**config.mk**
```make
export PLATFORM = sky130hd
export DESIGN_NAME = icw_sequencer_flat
export DESIGN_NICKNAME = d
export VERILOG_FILES = /design/src/rtl/icw_sequencer_if.sv /design/src/rtl/icw_sequencer.sv /design/src/flat_wrapper.sv
export SDC_FILE = /design/constraint.sdc
export NUM_CORES = 1
export LEC_CHECK = 0
export ABC_AREA = 1
export CORE_AREA = 10 10 73 87
export DETAILED_ROUTE_END_ITERATION = 8
export DIE_AREA = 0 0 83 97
export DONT_BUFFER_PORTS = 1
export PLACE_DENSITY = 0.69
export SYNTH_ARGS = -nofsm -noshare
export SYNTH_HDL_FRONTEND = slang
export SYNTH_SLANG_ARGS = --single-unit
```
**constraint.sdc**
```tcl
create_clock -name CLK -period 1.59 [get_ports CLK]
set_clock_uncertainty 0.1 [all_clocks]
set_input_delay 0.2385 -clock CLK [delete_from_list [all_inputs] [get_ports CLK]]
set_output_delay 0.2385 -clock CLK [all_outputs]
set_load 0.1 [all_outputs]
```
**src/rtl/icw_sequencer_if.sv**
```systemverilog
// CPU-side write bus of the ICW/OCW sequencer: chip select, write strobe,
// address bit and the internal data bus byte.
interface icw_sequencer_if;
    logic       CS_N;
    logic       WR_N;
    logic       A0;
    logic [7:0] InternalData_in;

    modport master (
        output CS_N,
        output WR_N,
        output A0,
        output InternalData_in
    );

    modport slave (
        input CS_N,
        input WR_N,
        input A0,
        input InternalData_in
    );
endinterface

```
**src/rtl/icw_sequencer.sv**
```systemverilog
// 8259-style initialization/operation command word sequencer, committing each
// CPU write on the rising WR_N edge. Optional macro: OCW3_DECODE_EN (OCW3 decode).
module icw_sequencer (
    input  logic                  CLK,
    input  logic                  RST_N,
    icw_sequencer_if.slave        bus,
    output logic                  init_done,
    output logic [4:0]            vector_base,
    output logic                  ltim,
    output logic                  sngl,
    output logic                  ic4,
    output logic [7:0]            icw3,
    output logic                  aeoi,
    output logic                  upm,
    output logic [7:0]            imr,
    output logic [7:0]            ocw2,
    output logic                  ocw2_valid,
    output logic                  ocw3_rr,
    output logic                  ocw3_ris,
    output logic                  ocw3_smm
);

    typedef enum logic [2:0] {
        IDLE      = 3'd0,
        WAIT_ICW2 = 3'd1,
        WAIT_ICW3 = 3'd2,
        WAIT_ICW4 = 3'd3,
        READY     = 3'd4
    } state_t;

    state_t     state_r;
    logic       wr_n_r;
    logic       cs_n_r;
    logic       a0_r;
    logic [7:0] data_r;
    logic       commit_s;
    logic       icw1_s;

    // Capture the bus on every low WR_N sample; the last low sample wins.
    always_ff @(posedge CLK or negedge RST_N) begin
        if (!RST_N) begin
            wr_n_r <= 1'b1;
            cs_n_r <= 1'b1;
            a0_r   <= 1'b0;
            data_r <= 8'h00;
        end else begin
            wr_n_r <= bus.WR_N;
            if (!bus.WR_N) begin
                cs_n_r <= bus.CS_N;
                a0_r   <= bus.A0;
                data_r <= bus.InternalData_in;
            end
        end
    end

    // Commit on the first high WR_N sample following a low one, if selected.
    always_comb begin
        commit_s = 1'b0;
        icw1_s   = 1'b0;
        if (!wr_n_r && bus.WR_N && !cs_n_r) begin
            commit_s = 1'b1;
        end else begin
            commit_s = 1'b0;
        end
        if (!a0_r && data_r[4]) begin
            icw1_s = 1'b1;
        end else begin
            icw1_s = 1'b0;
        end
    end

    // Initialization sequence FSM and all registered outputs.
    always_ff @(posedge CLK or negedge RST_N) begin
        if (!RST_N) begin
            state_r     <= IDLE;
            init_done   <= 1'b0;
            vector_base <= 5'h00;
            ltim        <= 1'b0;
            sngl        <= 1'b0;
            ic4         <= 1'b0;
            icw3        <= 8'h00;
            aeoi        <= 1'b0;
            upm         <= 1'b0;
            imr         <= 8'hFF;
            ocw2        <= 8'h00;
            ocw2_valid  <= 1'b0;
            ocw3_rr     <= 1'b0;
            ocw3_ris    <= 1'b0;
            ocw3_smm    <= 1'b0;
        end else begin
            ocw2_valid <= 1'b0;
            if (commit_s) begin
                if (icw1_s) begin
                    // ICW1 restarts initialization from any state.
                    ltim      <= data_r[3];
                    sngl      <= data_r[1];
                    ic4       <= data_r[0];
                    icw3      <= 8'h00;
                    aeoi      <= 1'b0;
                    upm       <= 1'b0;
                    ocw3_rr   <= 1'b0;
                    ocw3_ris  <= 1'b0;
                    ocw3_smm  <= 1'b0;
                    imr       <= 8'h00;
                    init_done <= 1'b0;
                    state_r   <= WAIT_ICW2;
                end else begin
                    case (state_r)
                        IDLE: begin
                            state_r <= IDLE;
                        end
                        WAIT_ICW2: begin
                            if (a0_r) begin
                                vector_base <= data_r[7:3];
                                if (!sngl) begin
                                    state_r <= WAIT_ICW3;
                                end else if (ic4) begin
                                    state_r <= WAIT_ICW4;
                                end else begin
                                    state_r   <= READY;
                                    init_done <= 1'b1;
                                end
                            end
                        end
                        WAIT_ICW3: begin
                            if (a0_r) begin
                                icw3 <= data_r;
                                if (ic4) begin
                                    state_r <= WAIT_ICW4;
                                end else begin
                                    state_r   <= READY;
                                    init_done <= 1'b1;
                                end
                            end
                        end
                        WAIT_ICW4: begin
                            if (a0_r) begin
                                aeoi      <= data_r[1];
                                upm       <= data_r[0];
                                state_r   <= READY;
                                init_done <= 1'b1;
                            end
                        end
                        READY: begin
                            if (a0_r) begin
                                imr <= data_r;
                            end else if (!data_r[3]) begin
                                ocw2       <= data_r;
                                ocw2_valid <= 1'b1;
                            end else begin
`ifdef OCW3_DECODE_EN
                                // RR only latches on a set bit; RIS and SMM follow the byte.
                                ocw3_smm <= data_r[5];
                                ocw3_ris <= data_r[0];
                                if (data_r[1]) begin
                                    ocw3_rr <= 1'b1;
                                end
`else
                                ocw3_rr  <= 1'b0;
                                ocw3_ris <= 1'b0;
                                ocw3_smm <= 1'b0;
`endif
                            end
                        end
                        default: begin
                            state_r <= IDLE;
                        end
                    endcase
                end
            end
        end
    end

endmodule

```
**src/flat_wrapper.sv**
```systemverilog
// flat-port wrapper written by rule: the top's interface ports become plain ports
module icw_sequencer_flat 
  (CLK, RST_N, init_done, vector_base, ltim, sngl, ic4, icw3, aeoi, upm, imr, ocw2, ocw2_valid, ocw3_rr, ocw3_ris, ocw3_smm, bus_CS_N, bus_WR_N, bus_A0, bus_InternalData_in);
  icw_sequencer_if bus_i ();
  input  logic CLK;
  input  logic RST_N;
  output logic init_done;
  output logic [4:0] vector_base;
  output logic ltim;
  output logic sngl;
  output logic ic4;
  output logic [7:0] icw3;
  output logic aeoi;
  output logic upm;
  output logic [7:0] imr;
  output logic [7:0] ocw2;
  output logic ocw2_valid;
  output logic ocw3_rr;
  output logic ocw3_ris;
  output logic ocw3_smm;
  input wire logic [$bits(bus_i.CS_N)-1:0] bus_CS_N;
  input wire logic [$bits(bus_i.WR_N)-1:0] bus_WR_N;
  input wire logic [$bits(bus_i.A0)-1:0] bus_A0;
  input wire logic [$bits(bus_i.InternalData_in)-1:0] bus_InternalData_in;
  assign bus_i.CS_N = bus_CS_N;
  assign bus_i.WR_N = bus_WR_N;
  assign bus_i.A0 = bus_A0;
  assign bus_i.InternalData_in = bus_InternalData_in;
  icw_sequencer u_core (.CLK(CLK), .RST_N(RST_N), .bus(bus_i), .init_done(init_done), .vector_base(vector_base), .ltim(ltim), .sngl(sngl), .ic4(ic4), .icw3(icw3), .aeoi(aeoi), .upm(upm), .imr(imr), .ocw2(ocw2), .ocw2_valid(ocw2_valid), .ocw3_rr(ocw3_rr), .ocw3_ris(ocw3_ris), .ocw3_smm(ocw3_smm));
endmodule
```
# After elaboration in Yosys (flattened, before gate mapping)

Cells that the tools add are included.

Output and inout bits: 39
Word-level logic and storage cells: 87
Flip-flop bits (word level): 50
Input port bits: 13

Equality and inequality tests: 10
Bitwise logic cells: 3
Muxes and demuxes: 36
Reduce and logical (&&, ||, !) cells: 21

Operators with widths:

| operator             | count |
|---|---|
| $mux W8              | 5 |
| $mux W1              | 23 |
| $mux W3              | 6 |
| $ne A3 B1 Y1 const B | 4 |
| $pmux W3 S4          | 1 |
| $reduce_and A5 Y1    | 2 |
| $reduce_bool A2 Y1   | 5 |
| $reduce_and A3 Y1    | 3 |
| $reduce_and A4 Y1    | 2 |
| $eq A3 B2 Y1 const B | 2 |
| $reduce_and A6 Y1    | 1 |
| $reduce_bool A4 Y1   | 1 |
| $eq A3 B1 Y1 const B | 1 |
| $eq A3 B3 Y1 const B | 1 |
| $logic_and A1 B1 Y1  | 3 |
| $logic_not A1 Y1     | 3 |
| $not A1 Y1           | 3 |
| $pmux W1 S3          | 1 |
| $ne A2 B1 Y1 const B | 1 |
| $ne A2 B2 Y1 const B | 1 |
| $reduce_and A2 Y1    | 1 |

# Longest topological paths before layout

Gate-level depths: netlist of the first run.

Word-level depth: 5
Depth in mapped cells: 9
Mapped depth without buffers: 8

# Worst setup path after synthesis of the first run

OpenSTA, ideal clock, no wires.

Kind: register to register
Start point: register u_core.ic4
End point: register u_core.init_done
Path slack: -113 ps
Cell stages (with the launch flop): 6
Data required time: 1368 ps
Arrival time: 1481 ps
Path buffers: 0
Path through: dfrtp_1 > inv_1 > o21ai_0 > a21oi_1 > nand2_1 > nand2_1

Longest elaborated chain between the ends: 5
Elaborated cells between the ends (all ways): 6
Classes of those cells: 6 x mux

Ends and longest elaborated chain:

| item                   | RTL line             | source |
|---|---|---|
| start, declared        | icw_sequencer.sv:11  | `output logic ic4,` |
| start signal, assigned | icw_sequencer.sv:97  | `ic4 <= data_r[0];` |
| $mux W1 *              | --                   |  |
| $mux W1 (2 in a row)   | --                   |  |
| $pmux W1 S3 *          | --                   |  |
| $mux W1 *              | --                   |  |
| end signal, assigned   | icw_sequencer.sv:76  | `init_done <= 1'b0;` |
| end signal, assigned   | icw_sequencer.sv:105 | `init_done <= 1'b0;` |
| end signal, assigned   | icw_sequencer.sv:121 | `init_done <= 1'b1;` |
| end, declared          | icw_sequencer.sv:7   | `output logic init_done,` |

Mark *: on every way between the ends. The rest lies on a longest branch, timed or not. The select of a mux whose other input is x is not followed.
A chain may end at the register's enable or synchronous reset.

# Worst setup path in the final report of the first run

Start point: register u_core.imr[6]
End point: output port imr[6]

RTL lines:

| item                   | RTL line             | source |
|---|---|---|
| start, declared        | icw_sequencer.sv:15  | `output logic [7:0] imr,` |
| start signal, assigned | icw_sequencer.sv:146 | `imr <= data_r;` |
| end, declared          | flat_wrapper.sv:15   | `output logic [7:0] imr;` |

No word-level cell between the ends.

==> results.sh, run 1 <==
export IMPL_path_clk_slew_ns=0.09
export IMPL_die_h_um=97
export IMPL_hold_violations=0
export IMPL_cts_inserted_buffers=5
export IMPL_cts_buffer_depth=2
export IMPL_cp_arrival_ns=1.18
export IMPL_vias=1617
export IMPL_postRouteAntennaNets=0
export IMPL_final_net_count=294
export IMPL_combPwrFrac_pct=36.9
export IMPL_end_kind="output port"
export IMPL_maxCapViolCount=0
export IMPL_clock_root_buffer="clkbuf_8"
export IMPL_synth_main_ff_cell="dfrtp_1"
export IMPL_grt_pass1_vias=1642
export IMPL_io_pins=52
export IMPL_p_sw_share_pct=48.72
export IMPL_area_growth_pct=21.64
export IMPL_io_buffers=0
export IMPL_status="completed"
export IMPL_crit_required_ns=1.25
export IMPL_diodes=0
export IMPL_synth_commonest_cells="nand2_1, dfrtp_1, o21ai_2, inv_1, nor2_1"
export IMPL_wirelength_um=4838
export IMPL_dieArea_sq_um=8051
export IMPL_p_seq_share_pct=43.3
export IMPL_tightestPinTransition_ns=0.5145
export IMPL_synth_top_area_share_pct=42.83
export IMPL_cts_tree="yes"
export IMPL_cts_sinks=49
export IMPL_synth_edf_count=0
export IMPL_syn_area_per_cell_sq_um=9.573
export IMPL_place_inst=319
export IMPL_core_region_area_sq_um=4594
export IMPL_clock_fmax_mhz=660.3
export IMPL_cellLeakagePower_nw=1.340
export IMPL_reg2reg_slack_ns=0.18
export IMPL_insertion_delay_ns=0.30
export IMPL_power_switching_mw=2.251
export IMPL_timing_setup_tns_ns=0
export IMPL_yosysMostFrequentCell="nand2_1"
export IMPL_fp_dieW_um=83
export IMPL_drt_iter0_drc=57
export IMPL_p_per_area_nw_per_um2=1667
export IMPL_worstHoldPathType="input pin to flop"
export IMPL_synth_cell_types=25
export IMPL_grt_usage_pct=12.42
export IMPL_dp_hpwl_um=3542
export IMPL_slew_headroom_pct=65.70
export IMPL_async_flop_share_pct=100.0
export IMPL_avgViaCountPerCell=4.756
export IMPL_min_period_ns=1.514
export IMPL_drt_pass1_iterations=4
export IMPL_post_route_period_util_pct=95.25
export IMPL_rsz0062_at_grt="no"
export IMPL_post_drt_wl_per_cell_um=14.23
export IMPL_yosys_warnings=0
export IMPL_grt_pass1_wl_um=8314
export IMPL_cp_start_kind="flop"
export IMPL_slew_violations=0
export IMPL_syn_area_sq_um=2278
export IMPL_start_util_pct=49.59
export IMPL_route_detailed_drc=0
export IMPL_cp_max_fo=2
export IMPL_grt_antenna_before_repair=0
export IMPL_setup_viol=0
export IMPL_hold_ws_ns=0.1166
export IMPL_p_int_mw=2.369
export IMPL_clkPwrFrac_pct=19.8
export IMPL_drive_above_1_share_pct=40.07
export IMPL_worstSetupPathType="flop to output port"
export IMPL_rows=27
export IMPL_yosysSeqAreaShare_pct=54.37
export IMPL_ir_drop_mv=0.9876
export IMPL_grt_max_degree=50
export IMPL_htree_levels=2
export IMPL_cts_setup_buffers=0
export IMPL_place_gp_congestion=0.8300
export IMPL_synth_top_cell_by_area="dfrtp_1"
export IMPL_gr_total_overflow=0
export IMPL_ys_seq_elements=49
export IMPL_syn_inst=238
export IMPL_stdcell_count=340
export IMPL_synth_area_leaders="dfrtp_1, dfstp_2, nand2_1, o21ai_2, nand2_2"
-- worst min-delay path: cells and delay by family --
family	cells	cell delay (ns)
buffers and inverters	1	0.10
and+or+nand+nor	2	0.19
-- power by group through the flow --
| stage | combinational (mW) | sequential, mW | clock, mW |
|---|---|---|---|
| 2_1_floorplan | 0.431 | 2.93 | 0 |
| 3_3_place_gp | 1.65 | 2.02 | 0 |
| 3_5_place_dp | 1.66 | 2.02 | 0 |
| 4_1_cts | 1.72 | 2.01 | 0.929 |
| 5_1_grt | 1.80 | 2.03 | 1.00 |
| 6_report | 1.70 | 2.00 | 0.917 |
-- flip-flops by register name (all words and copies together), names as in the netlist --
| register | count |
|---|---|
| u_core.ic4 | 1 |
| u_core.state_r | 3 |
| u_core.vector_base | 5 |
| u_core.init_done | 1 |
| u_core.data_r | 8 |
| u_core.cs_n_r | 1 |
| u_core.ocw2 | 7 |
| u_core.ocw2_valid | 1 |
| u_core.a0_r | 1 |
| u_core.imr | 8 |
| u_core.sngl | 1 |
| u_core.aeoi | 1 |
| u_core.ltim | 1 |
| u_core.upm | 1 |
| u_core.wr_n_r | 1 |
| u_core.icw3 | 8 |
-- final cells by class --
class                           count  area [sq um]
Timing Repair Buffer               42         365.4
Multi-Input combinational cell    157         865.8
Fill cell                         415          1823
Sequential cell                    49          1249
Inverter                           26         102.6
Tap cell                           58         72.57
Clock inverter                      1         30.03
Clock buffer                        7         86.33
-- logic make-up after synthesis --
family / count (synthesis) / share of synthesized area [%]
other: 1 / 0.1646
buffers and inverters: 35 / 8.127
and+or+nand+nor: 105 / 23.01
DFF: 49 / 54.37
AOI/OAI and AO/OA: 48 / 14.33
-- cell usage in the layout, fill, tap and decap left out, drive strengths merged --
| cell | instances |
|---|---|
| nand2 | 77 |
| nand3 | 6 |
| inv | 25 |
| o21ai | 46 |
| clkbuf | 7 |
| a21oi | 2 |
| bufinv | 1 |
| nand3b | 1 |
| dlygate4sd3 | 12 |
| conb | 4 |
| dfrtp | 39 |
| nor2 | 21 |
| dfstp | 10 |
| buf | 30 |
| clkinv | 1 |
-- through the flow --
step	power, mW	setup WS, ns	instance area (sq um)	util (%)
after global placement	3.663	0.2075	2500	54.41
after global routing	4.833	0.03935	2771	60.32
after detailed placement	3.683	0.1859	2500	54.41
after CTS	4.656	0.06251	2771	60.32
final	4.620	0.07552	2771	60.32
after floorplan	3.366	0.1925	2292	-
-- path summary, 6_finish.rpt --
check | startpoint | to | cells after the start
min in group asynchronous | RST_N | u_core.ocw2[5] | 2
setup / recovery | u_core.imr[6] | imr[6] | 0
hold reg to reg | u_core.imr[2] | u_core.imr[2] | 2
setup reg to reg | u_core.wr_n_r | u_core.imr[3] | 8
hold / removal | bus_WR_N | u_core.cs_n_r | 3
max in group asynchronous | RST_N | u_core.imr[1] | 2
-- metal layers --
layer	global-route usage [%]	share of wire [%]	up-vias
li1	-	-	823
met1	14.18	43	746
met2	20.14	48	39
met3	5.025	7.2	9
met4	4.830	1.8	0
met5	0	0	-
-- repair_timing --
| action | in CTS | in global routing |
|---|---|---|
| endpoints found under the hold margin | 60 | 0 |
| endpoints found under the setup margin | 6 | 0 |
| gates resized for setup | 6 | 0 |
| hold buffers | 13 | 0 |
Power figures use the tool's default switching activity.
==> run 2: changes to the inputs <==
GPL_ROUTABILITY_DRIVEN = 0   (was unset)
TNS_END_PERCENT = 10   (was unset)
==> results of run 2 <==
Same layout as run 1: the final DEF is identical, and so are final timing and power.
